[src/rtl/fir_sched_pkg.sv]
// fir_sched_pkg: shared state enum, tap tag struct and width helper for fir_band_scheduler
package fir_sched_pkg;
  typedef enum logic [1:0] {IDLE, WRITE, RUN, DRAIN} state_t;
  localparam int MAX_CHW = 8;
  typedef struct packed {
    logic first;
    logic last;
    logic [MAX_CHW-1:0] ch;
  } tag_t;
  function automatic int idx_w(int n);
    return n > 1 ? $clog2(n) : 1;
  endfunction
endpackage

[src/rtl/fir_band_scheduler_if.sv]
// fir_band_scheduler_if: sample input, host coefficient-write port and band result stream
interface fir_band_scheduler_if #(parameter int DW = 16, parameter int CAW = 9, parameter int CHW = 2, parameter int ACC_W = 40);
  logic sample_valid;
  logic signed [DW-1:0] sample_data;
  logic host_req;
  logic [CAW-1:0] host_addr;
  logic [DW-1:0] host_wdata;
  logic host_ack;
  logic res_valid;
  logic [CHW-1:0] res_ch;
  logic signed [ACC_W-1:0] res_data;
  modport master(output sample_valid, sample_data, host_req, host_addr, host_wdata,
                 input host_ack, res_valid, res_ch, res_data);
  modport slave(input sample_valid, sample_data, host_req, host_addr, host_wdata,
                output host_ack, res_valid, res_ch, res_data);
endinterface

[src/rtl/fir_mac_pipe.sv]
// fir_mac_pipe: product and accumulate stages with tag pipeline; optional saturation via FIR_SCHED_SATURATE_EN
module fir_mac_pipe
  import fir_sched_pkg::*;
#(parameter int DW = 16, parameter int ACC_W = 40, parameter int CHW = 2)
(
  input  logic clk,
  input  logic nreset,
  input  logic in_v,
  input  tag_t in_tag,
  input  logic signed [DW-1:0] coef,
  input  logic signed [DW-1:0] smp,
  output logic res_valid,
  output logic [CHW-1:0] res_ch,
  output logic signed [ACC_W-1:0] res_data
`ifdef FIR_SCHED_SATURATE_EN
  , output logic acc_sat
`endif
);
  logic v1, v2, unused_ch;
  tag_t t1, t2;
  logic signed [2*DW-1:0] prod;
  logic signed [ACC_W-1:0] acc, acc_nx, pe;
  assign pe = ACC_W'(prod);
  assign unused_ch = ^t2.ch;
`ifdef FIR_SCHED_SATURATE_EN
  logic signed [ACC_W:0] sum;
  logic ovf;
  assign sum = (ACC_W+1)'(acc) + (ACC_W+1)'(pe);
  assign ovf = sum[ACC_W] != sum[ACC_W-1];
  assign acc_nx = t2.first ? pe : ovf ? {sum[ACC_W], {(ACC_W-1){~sum[ACC_W]}}} : sum[ACC_W-1:0];
  // sticky saturation flag, cleared when a band restarts at its first tap
  always_ff @(posedge clk or negedge nreset)
    if (!nreset) acc_sat <= 1'b0;
    else if (v2) acc_sat <= t2.first ? 1'b0 : acc_sat | ovf;
`else
  assign acc_nx = t2.first ? pe : acc + pe;
`endif
  // RAM data arrives one cycle after issue: register product, then accumulate and emit on last tap
  always_ff @(posedge clk or negedge nreset)
    if (!nreset) begin
      v1 <= 1'b0;
      v2 <= 1'b0;
      t1 <= '0;
      t2 <= '0;
      prod <= '0;
      acc <= '0;
      res_valid <= 1'b0;
      res_ch <= '0;
      res_data <= '0;
    end else begin
      v1 <= in_v;
      t1 <= in_tag;
      v2 <= v1;
      t2 <= t1;
      if (v1) prod <= coef * smp;
      if (v2) acc <= acc_nx;
      res_valid <= v2 && t2.last;
      if (v2 && t2.last) begin
        res_ch <= t2.ch[CHW-1:0];
        res_data <= acc_nx;
      end
    end
endmodule

[src/rtl/fir_band_scheduler.sv]
// fir_band_scheduler: shares one MAC across NCH FIR bands; optional FIR_SCHED_SATURATE_EN adds acc_sat
module fir_band_scheduler
  import fir_sched_pkg::*;
#(
  parameter int NCH = 4,
  parameter int TAPS = 128,
  parameter int DW = 16,
  parameter int ACC_W = 40,
  localparam int AW = idx_w(TAPS),
  localparam int CHW = idx_w(NCH),
  localparam int CAW = CHW + AW
)
(
  input  logic clk,
  input  logic nreset,
  fir_band_scheduler_if.slave bus,
  input  logic ovr_clr,
  output logic busy,
  output logic overrun,
  output logic buf_we,
  output logic [AW-1:0] buf_wr_addr,
  output logic signed [DW-1:0] buf_wdata,
  output logic [AW-1:0] buf_rd_addr,
  input  logic signed [DW-1:0] buf_rd_data,
  output logic coef_we,
  output logic [CAW-1:0] coef_addr,
  output logic [DW-1:0] coef_wdata,
  input  logic signed [DW-1:0] coef_rd_data
`ifdef FIR_SCHED_SATURATE_EN
  , output logic acc_sat
`endif
);
  state_t st;
  logic [AW-1:0] wr_ptr, k;
  logic [CHW-1:0] ch;
  logic [1:0] dcnt;
  logic signed [DW-1:0] smp;
  logic grant, run;
  tag_t tag;
  assign run = st == RUN;
  assign busy = st != IDLE;
  assign grant = st == IDLE && bus.host_req && !bus.sample_valid;
  assign bus.host_ack = grant;
  assign coef_we = grant;
  assign coef_wdata = grant ? bus.host_wdata : '0;
  assign coef_addr = run ? {ch, k} : grant ? bus.host_addr : '0;
  assign buf_we = st == WRITE;
  assign buf_wr_addr = wr_ptr;
  assign buf_wdata = smp;
  assign buf_rd_addr = run ? wr_ptr - AW'(1) - k : '0;
  assign tag = '{first: k == '0, last: k == AW'(TAPS-1), ch: MAX_CHW'(ch)};
  // sample sequencing: accept, write to ring buffer, walk all band taps, drain the MAC pipe
  always_ff @(posedge clk or negedge nreset)
    if (!nreset) begin
      st <= IDLE;
      wr_ptr <= '0;
      k <= '0;
      ch <= '0;
      dcnt <= '0;
      smp <= '0;
      overrun <= 1'b0;
    end else begin
      overrun <= bus.sample_valid && busy ? 1'b1 : ovr_clr ? 1'b0 : overrun;
      case (st)
        IDLE: if (bus.sample_valid) begin
          st <= WRITE;
          smp <= bus.sample_data;
        end
        WRITE: begin
          st <= RUN;
          wr_ptr <= wr_ptr + AW'(1);
          k <= '0;
          ch <= '0;
        end
        RUN: begin
          k <= k + AW'(1);
          if (k == AW'(TAPS-1)) begin
            ch <= ch + CHW'(1);
            if (ch == CHW'(NCH-1)) begin
              st <= DRAIN;
              dcnt <= '0;
            end
          end
        end
        default: begin
          dcnt <= dcnt + 2'd1;
          if (dcnt == 2'd2) st <= IDLE;
        end
      endcase
    end
  fir_mac_pipe #(.DW(DW), .ACC_W(ACC_W), .CHW(CHW)) u_mac (
    .clk(clk),
    .nreset(nreset),
    .in_v(run),
    .in_tag(tag),
    .coef(coef_rd_data),
    .smp(buf_rd_data),
    .res_valid(bus.res_valid),
    .res_ch(bus.res_ch),
    .res_data(bus.res_data)
`ifdef FIR_SCHED_SATURATE_EN
    , .acc_sat(acc_sat)
`endif
  );
endmodule
[src/flat_wrapper.sv]
// flat-port wrapper written by rule: the top's interface ports become plain ports
module fir_band_scheduler_flat import fir_sched_pkg::*;
#(
  parameter int NCH = 4,
  parameter int TAPS = 128,
  parameter int DW = 16,
  parameter int ACC_W = 40,
  localparam int AW = idx_w(TAPS),
  localparam int CHW = idx_w(NCH),
  localparam int CAW = CHW + AW
)
  (clk, nreset, ovr_clr, busy, overrun, buf_we, buf_wr_addr, buf_wdata, buf_rd_addr, buf_rd_data, coef_we, coef_addr, coef_wdata, coef_rd_data, bus_sample_valid, bus_sample_data, bus_host_req, bus_host_addr, bus_host_wdata, bus_host_ack, bus_res_valid, bus_res_ch, bus_res_data);
  fir_band_scheduler_if #(.DW(DW), .ACC_W(ACC_W)) bus_i ();
  input  logic clk;
  input  logic nreset;
  input  logic ovr_clr;
  output logic busy;
  output logic overrun;
  output logic buf_we;
  output logic [AW-1:0] buf_wr_addr;
  output logic signed [DW-1:0] buf_wdata;
  output logic [AW-1:0] buf_rd_addr;
  input  logic signed [DW-1:0] buf_rd_data;
  output logic coef_we;
  output logic [CAW-1:0] coef_addr;
  output logic [DW-1:0] coef_wdata;
  input  logic signed [DW-1:0] coef_rd_data;
  input wire logic [$bits(bus_i.sample_valid)-1:0] bus_sample_valid;
  input wire logic [$bits(bus_i.sample_data)-1:0] bus_sample_data;
  input wire logic [$bits(bus_i.host_req)-1:0] bus_host_req;
  input wire logic [$bits(bus_i.host_addr)-1:0] bus_host_addr;
  input wire logic [$bits(bus_i.host_wdata)-1:0] bus_host_wdata;
  output wire logic [$bits(bus_i.host_ack)-1:0] bus_host_ack;
  output wire logic [$bits(bus_i.res_valid)-1:0] bus_res_valid;
  output wire logic [$bits(bus_i.res_ch)-1:0] bus_res_ch;
  output wire logic [$bits(bus_i.res_data)-1:0] bus_res_data;
  assign bus_i.sample_valid = bus_sample_valid;
  assign bus_i.sample_data = bus_sample_data;
  assign bus_i.host_req = bus_host_req;
  assign bus_i.host_addr = bus_host_addr;
  assign bus_i.host_wdata = bus_host_wdata;
  assign bus_host_ack = bus_i.host_ack;
  assign bus_res_valid = bus_i.res_valid;
  assign bus_res_ch = bus_i.res_ch;
  assign bus_res_data = bus_i.res_data;
  fir_band_scheduler #(.NCH(NCH), .TAPS(TAPS), .DW(DW), .ACC_W(ACC_W)) u_core (.clk(clk), .nreset(nreset), .bus(bus_i), .ovr_clr(ovr_clr), .busy(busy), .overrun(overrun), .buf_we(buf_we), .buf_wr_addr(buf_wr_addr), .buf_wdata(buf_wdata), .buf_rd_addr(buf_rd_addr), .buf_rd_data(buf_rd_data), .coef_we(coef_we), .coef_addr(coef_addr), .coef_wdata(coef_wdata), .coef_rd_data(coef_rd_data));
endmodule
[config.mk]
export PLATFORM = sky130hd
export DESIGN_NAME = fir_band_scheduler_flat
export DESIGN_NICKNAME = d
export VERILOG_FILES = /design/src/rtl/fir_sched_pkg.sv /design/src/rtl/fir_band_scheduler_if.sv /design/src/rtl/fir_mac_pipe.sv /design/src/rtl/fir_band_scheduler.sv /design/src/flat_wrapper.sv
export SDC_FILE = /design/constraint.sdc
export NUM_CORES = 1
export LEC_CHECK = 0
export CAP_MARGIN = 20
export CORE_MARGIN = 3
export CORE_UTILIZATION = 52
export CTS_BUF_LIST = sky130_fd_sc_hd__clkbuf_2
export CTS_CLUSTER_SIZE = 24
export DETAILED_ROUTE_END_ITERATION = 8
export GPL_ROUTABILITY_DRIVEN = 1
export PLACE_DENSITY = 0.84
export SLEW_MARGIN = 25
export SYNTH_ARGS = -nofsm -noshare
export SYNTH_HDL_FRONTEND = slang
export SYNTH_SLANG_ARGS = --single-unit
export TNS_END_PERCENT = 20
[constraint.sdc]
create_clock -name clk -period 7.1 [get_ports clk]
set_clock_uncertainty 0.2 [all_clocks]
set_input_delay 1.42 -clock clk [delete_from_list [all_inputs] [get_ports clk]]
set_output_delay 1.42 -clock clk [all_outputs]
set_load 0.05 [all_outputs]
# Yosys cells after proc, flatten, opt, wreduce, memory -nomap -nowiden
# Index checks and enable logic that the tools add are counted.
totals:
  in_bits: 78
  regBits: 162
  out_inout_bits: 103
classes:
  n_eq_ne: 8
  muxes: 18
  mul: 1
  reduce_logical: 16
  addsub: 7
  n_bitwise: 1
ops:
  columns: ["operator", "count"]
  rows:
  - ["40-bit by 32-bit adder with 40-bit output", 1]
  - ["40-bit two-way mux", 1]
  - ["16-bit by 16-bit multiplier with 32-bit output", 1]
  - ["9-bit two-way mux", 2]
  - ["16-bit two-way mux", 1]
  - ["7-bit by 1-bit adder with 7-bit output, second input constant", 2]
  - ["2-bit two-way mux", 7]
  - ["7-bit case mux with 2 select lines", 1]
  - ["2-bit case mux with 2 select lines", 2]
  - ["7-bit == test, second input constant", 1]
  - ["7-bit logical NOT", 1]
  - ["7-bit two-way mux", 1]
  - ["7-bit by 1-bit subtractor with 7-bit output, second input constant", 1]
  - ["7-bit subtractor", 1]
  - ["2-bit == test, second input constant", 3]
  - ["2-bit != test, second input constant", 3]
  - ["2-bit case mux with 3 select lines", 1]
  - ["2-bit nonzero test", 3]
  - ["2-bit by 1-bit adder with 2-bit output, second input constant", 2]
  - ["1-bit logical AND", 4]
  - ["2-bit AND reduction", 2]
  - ["4-bit AND reduction", 1]
  - ["4-bit nonzero test", 1]
  - ["3-bit AND reduction", 1]
  - ["6 further kinds", 7]

# Longest topological paths before layout
# Gate-level depths: netlist of run 1.
logic_depth:
  word_depth: 5
  depth_mapped: 24
  mapped_depth_nobuf: 23

# Hierarchy
# A second synthesis of run 1 with hierarchy kept.
hier_totals:
  cells_unflattened: 2038
  area_unflattened_um2: 19020.7
modules_own_cells:
  columns: ["module", "area_per_inst_um2", "cells_each", "n_inst"]
  rows:
  - ["fir_mac_pipe", 16708.5, 1799, 1]
  - ["fir_band_scheduler", 2312.2, 239, 1]

# Worst setup path before layout of run 1
# OpenSTA, ideal clock, no wires.
synth_path:
  path_kind: "input port to flip-flop"
  startpoint: "in buf_rd_data[1]"
  endpoint: "reg u_core.u_mac.prod[30]"
  path_buffers: 1
  slack_ns: -0.057
  stages: 22
  arrival_time_ns: 6.832
  setup_ns: 0.125
  cell_sequence: "clkbuf_1 > nand2_1 > inv_1 > fa_1 > fa_1 > fa_1 > fa_1 > fa_1 > inv_1 > fa_1 > inv_1 > ha_1 > a21o_1 > a21o_1 > a21o_1 > a21oi_1 > o21ai_0 > a21oi_1 > o221ai_1 > a21oi_1 > xnor2_1 > mux2_2"
synth_via:
  elab_chain_len: 1
synth_lines:
  columns: ["element", "line", "rtl"]
  rows:
  - ["start: declaration", "flat_wrapper.sv:23", "input logic signed [DW-1:0] buf_rd_data;"]
  - ["16-bit by 16-bit multiplier with 32-bit output", "fir_mac_pipe.sv:55", "if (v1) prod <= coef * smp;"]
  - ["end signal: assignment", "fir_mac_pipe.sv:55", null]
  - ["end: declaration", "fir_mac_pipe.sv:21", "logic signed [2*DW-1:0] prod;"]
# No other way between the ends.
# A chain may end at the register's enable or synchronous reset.

# Final worst setup path of run 1
layout_path:
  startpoint: "in coef_rd_data[11]"
  endpoint: "reg u_core.u_mac.prod[30]"
layout_via:
  elab_chain_len: 1
layout_lines:
  columns: ["element", "line", "rtl"]
  rows:
  - ["start: declaration", "flat_wrapper.sv:27", "input logic signed [DW-1:0] coef_rd_data;"]
  - ["16-bit by 16-bit multiplier with 32-bit output", "fir_mac_pipe.sv:55", null]
# No other way between the ends.

==> results of run 1 <==
## through the flow
| stage | worst slack [ns] | hold WS, ns | cells | util | area, um^2 |
|---|---|---|---|---|---|
| finish | 0.153 | 0.178 | 2804 | 0.628 | 22400 |
| floorplan | 0.00394 | 0.131 | 2055 | - | 18900 |
| CTS | 0.0406 | 0.174 | 2803 | 0.627 | 22300 |
| global placement | -0.621 | 0.133 | 2771 | 0.620 | 22100 |
| detailed placement | -0.880 | 0.136 | 2771 | 0.620 | 22100 |
| global route | -0.00503 | 0.186 | 2804 | 0.628 | 22400 |
## final timing paths
path | slack (ns) | cells past startpoint | startpoint | to
max | 0.15 | 24 | coef_rd_data[11] | u_core.u_mac.prod[30]
min reg2reg | 0.18 | 0 | u_core.u_mac.t1[9] | u_core.u_mac.t2[9]
max reg2reg | 3.59 | 13 | u_core.u_mac.prod[0] | u_core.u_mac.acc[38]
min in group asynchronous | 0.49 | 1 | nreset | u_core.u_mac.res_data[1]
min | 0.18 | 0 | u_core.u_mac.t1[9] | u_core.u_mac.t2[9]
max in group asynchronous | 4.82 | 2 | nreset | u_core.u_mac.acc[3]
## repair_timing
| item | 4_1_cts | 5_1_grt |
|---|---|---|
| gates resized for setup | 1 | 14 |
| gates cloned | 0 | 0 |
| hold endpoints to repair | 0 | 0 |
| hold buffers | 0 | 0 |
| endpoints found under the setup margin | 1 | 8 |
| pin swaps | 0 | 6 |
## cell families after synthesis
group	count (synthesis)
AOI/OAI and AO/OA	337
xor gates and xnor gates	80
adders and majority gates	400
buffers and inverters	415
DFF	162
muxes	53
and+or+nand+nor	608
## registers in the layout, indices dropped and copies added, names as in the netlist
signal / cells
u_core.buf_wr_addr: 7
u_core.u_mac.v1: 1
u_core.u_mac.v2: 1
u_core.u_mac.res_valid: 1
u_core.u_mac.prod: 32
u_core.st: 2
u_core.buf_wdata: 16
u_core.u_mac.res_data: 40
u_core.overrun: 1
u_core.u_mac.t1: 4
u_core.dcnt: 2
u_core.k: 7
u_core.u_mac.res_ch: 2
u_core.u_mac.acc: 40
u_core.ch: 2
u_core.u_mac.t2: 4
## layer usage
layer	vias up	global-route usage	routed length (um)
met1	7565	0.302	18500
met2	359	0.437	23200
met5	-	0	0
met3	101	0.0373	1810
li1	7053	-	-
met4	0	0.0721	1260
## worst max-delay path: cells and delay by family
family / cells / cell delay [ns]
buffers and inverters: 6 / 0.79
multiplexers: 1 / 0.25
adder cells (fa/ha/maj): 7 / 3.38
XOR/XNOR: 1 / 0.08
AND/OR/NAND/NOR: 1 / 0.17
AO/OA/AOI/OAI: 8 / 1.29
## cell usage after synthesis (all sizes together), types with 3 or more instances
cell type    n  share of area
fa         264           0.28
nand3b       4         0.0016
nor2b       13         0.0043
o21a        13         0.0052
mux2        44          0.026
nand2      236          0.047
a21oi      124          0.033
o21bai      12         0.0048
a31oi       18         0.0060
dfrtp      162           0.21
or3          8         0.0027
buf          8         0.0026
ha         136          0.090
o41ai        3         0.0024
nand3       18         0.0048
nor3b        3         0.0012
o211ai       7         0.0030
a21o        24         0.0095
nand4       11         0.0036
o21ai       97          0.026
a211o        4         0.0019
a211oi       4         0.0023
and3         7         0.0023
inv        334          0.066
and2       145          0.048
o31ai        7         0.0028
mux2i        9         0.0048
a21boi       3         0.0012
clkbuf      72          0.016
nand2b      14         0.0046
xor2        27          0.013
nor2       123          0.024
nor3        18         0.0048
xnor2       53          0.025
## final cells by class
cell class | count | area share
Multi-Input combinational cell | 1478 | 0.593
Tap cell | 461 | 0.0258
Antenna cell | 1 | 0.000112
Timing Repair Buffer | 335 | 0.134
Sequential cell | 162 | 0.181
Clock buffer | 18 | 0.00402
Inverter | 335 | 0.0562
Clock inverter | 14 | 0.00643
==> insert_results.sql, run 1 <==
INSERT INTO impl_metrics (metric_group, metric, value, unit) VALUES
('outcome', 'run_status', 'finished clean', ''),
('yosys', 'syn-mean-instance-area', '9.19', 'um^2'),
('clocking', 'htreeDepth', '4', ''),
('setup_path', 'timing.critical_path.from_type', 'input port', ''),
('yosys', 'synthAdderAreaFrac', '0.370', ''),
('route', 'avgViaCountPerCell', '5.38', ''),
('clocking', 'cts.root.buffer_cell', 'sky130_fd_sc_hd__clkbuf_2', ''),
('clocking', 'cts-buffers-inserted', '17', ''),
('route', 'ant_nets', '0', ''),
('yosys', 'count_of_flip_flops_with_a_built_in_enable_after_synthesis', '0', ''),
('timing', 'worst_pin_slew', '0.873', 'ns'),
('timing', 'setup_viol', '0', ''),
('global_route', 'wire_length_of_the_first_global_routing_pass', '77400', 'um'),
('yosys', 'post_synthesis_compound_gate_area_fraction', '0.109', ''),
('clocking', 'clk-insertion-delay-late', '0.75', 'ns'),
('route', 'drc', '0', ''),
('yosys', 'postSynth.topFlopCell', 'sky130_fd_sc_hd__dfrtp_1', ''),
('floorplan', 'die_w', '197', 'um'),
('route', 'routed_wire_length_per_instance', '15.9', 'um'),
('final_layout', 'flow.area_growth_from_synthesis', '18.5', '%'),
('setup_path', 'crit_path_end_kind', 'flop', ''),
('final_layout', 'layout.cells.most_common', 'sky130_fd_sc_hd__inv_1', ''),
('floorplan', 'initial_utilization', '0.530', ''),
('timing', 'drv_slew', '0', ''),
('yosys', 'synth.cell_area', '0.0189', 'mm^2'),
('yosys', 'ys_seq_elements', '162', ''),
('timing', 'fin_crit_sh', '0.978', ''),
('placement', 'dp_hpwl', '36600', 'um'),
('yosys', 'synth-simple-area-share', '0.153', ''),
('clocking', 'clk_transition_reported_paths', '0.23', 'ns'),
('route', 'dr.pass1.iters', '5', ''),
('clocking', 'clockBufferDepth', '2', ''),
('setup_path', 'crit_type', 'input port to flop', ''),
('global_route', 'grt_pass1_vias', '16500', ''),
('yosys', 'syn-num-nets', '2533', ''),
('floorplan', 'std_cell_rows', '69', ''),
('yosys', 'synth-warning-count', '0', ''),
('timing', 'final_tns_setup', '0', 'ns'),
('setup_path', 'critPathArrivalTime', '7.39', 'ns'),
('yosys', 'synth-xor-area-share', '0.0371', ''),
('clocking', 'clock-sinks', '162', ''),
('setup_path', 'critPathMaxStageDelay', '0.58', 'ns'),
('route', 'dr.first_iter.drc_count', '782', ''),
('yosys', 'synth_sequential_area_ratio', '0.215', ''),
('yosys', 'ys_types', '71', ''),
('setup_path', 'critPathSlowestCell', 'sky130_fd_sc_hd__fa_1', ''),
('timing', 'final.min_clock_period', '6.95', 'ns'),
('yosys', 'combinational_family_with_the_most_area_after_synthesis', 'adder cells', ''),
('final_layout', 'filler_cell_count', '2873', ''),
('yosys', 'postSynth.asyncResetShare', '1.00', ''),
('setup_path', 'critical_path.max_fanout', '10', ''),
('floorplan', 'fp.coreArea', '0.0357', 'mm^2'),
('floorplan', 'die_height', '197', 'um'),
('global_route', 'globalRouteTotalUtil', '0.242', ''),
('run', 'max_cap_violations', '0', ''),
('timing', 'final_hold_viol_count', '0', ''),
('final_layout', 'register_area', '0.00406', 'mm^2'),
('yosys', 'synthesis.instances', '2055', ''),
('placement', 'place.gp.congestion', '0.917', ''),
('floorplan', 'die_area', '0.0387', 'mm^2'),
('global_route', 'overflow_after_grt', '0', ''),
('yosys', 'post_synth_mux_area_share', '0.0310', ''),
('final_layout', 'final_layout_size_suffix_gt1_frac', '0.112', ''),
('route', 'vias', '15100', ''),
('clocking', 'cts_tree', 'yes', ''),
('global_route', 'grt_antenna_before_repair', '1', ''),
('setup_path', 'timing.critical_path.required', '7.54', 'ns'),
('timing', 'maximum_operating_frequency', '144', 'MHz'),
('clocking', 'setup_repair_bufs_after_cts', '0', ''),
('hold_path', 'hold_path_class', 'flop to flop', ''),
('setup_path', 'crit_path_cell_trace', 'clkdlybuf4s50_1 -> buf_4 -> and2_1 -> fa_1 -> inv_1 -> fa_1 -> fa_1 -> inv_1 -> fa_1 -> fa_1 -> inv_1 -> fa_1 -> inv_1 -> ha_1 -> a21o_1 -> a21o_1 -> a21o_1 -> a21oi_2 -> o21ai_1 -> a21oi_2 -> o221ai_1 -> a21oi_1 -> xnor2_1 -> mux2_2', ''),
('route', 'total_length_of_routed_wires', '44700', 'um'),
('final_layout', 'layout.nets', '2807', ''),
('floorplan', 'ioPinCount', '181', ''),
('timing', 'max-slew-margin-rel', '0.418', ''),
('setup_path', 'crit_top_cell', 'sky130_fd_sc_hd__fa_1', ''),
('global_route', 'grt_max_degree', '95', ''),
('final_layout', 'mostFrequentLayoutCells', 'sky130_fd_sc_hd__inv_1 (334), sky130_fd_sc_hd__fa_1 (262), sky130_fd_sc_hd__nand2_1 (234)', ''),
('final_layout', 'multiInputGateArea', '0.0133', 'mm^2'),
('placement', 'io_buffer_count', '180', '');
Power of run 1 is left out: the tool's default activity adds up to more than one toggle a clock period on the data nets, which glitch-free logic cannot reach.
==> inputs of run 2 (changes only) <==
--- a/config.mk
+++ b/config.mk
@@ -9,7 +9,6 @@
 export CORE_MARGIN = 3
 export CORE_UTILIZATION = 52
 export CTS_BUF_LIST = sky130_fd_sc_hd__clkbuf_2
-export CTS_CLUSTER_SIZE = 24
 export DETAILED_ROUTE_END_ITERATION = 8
 export GPL_ROUTABILITY_DRIVEN = 1
 export PLACE_DENSITY = 0.84
==> results of run 2 <==
The final DEF is identical to that of run 1; final timing and power are the same.
Power of run 2 is left out for the same reason.
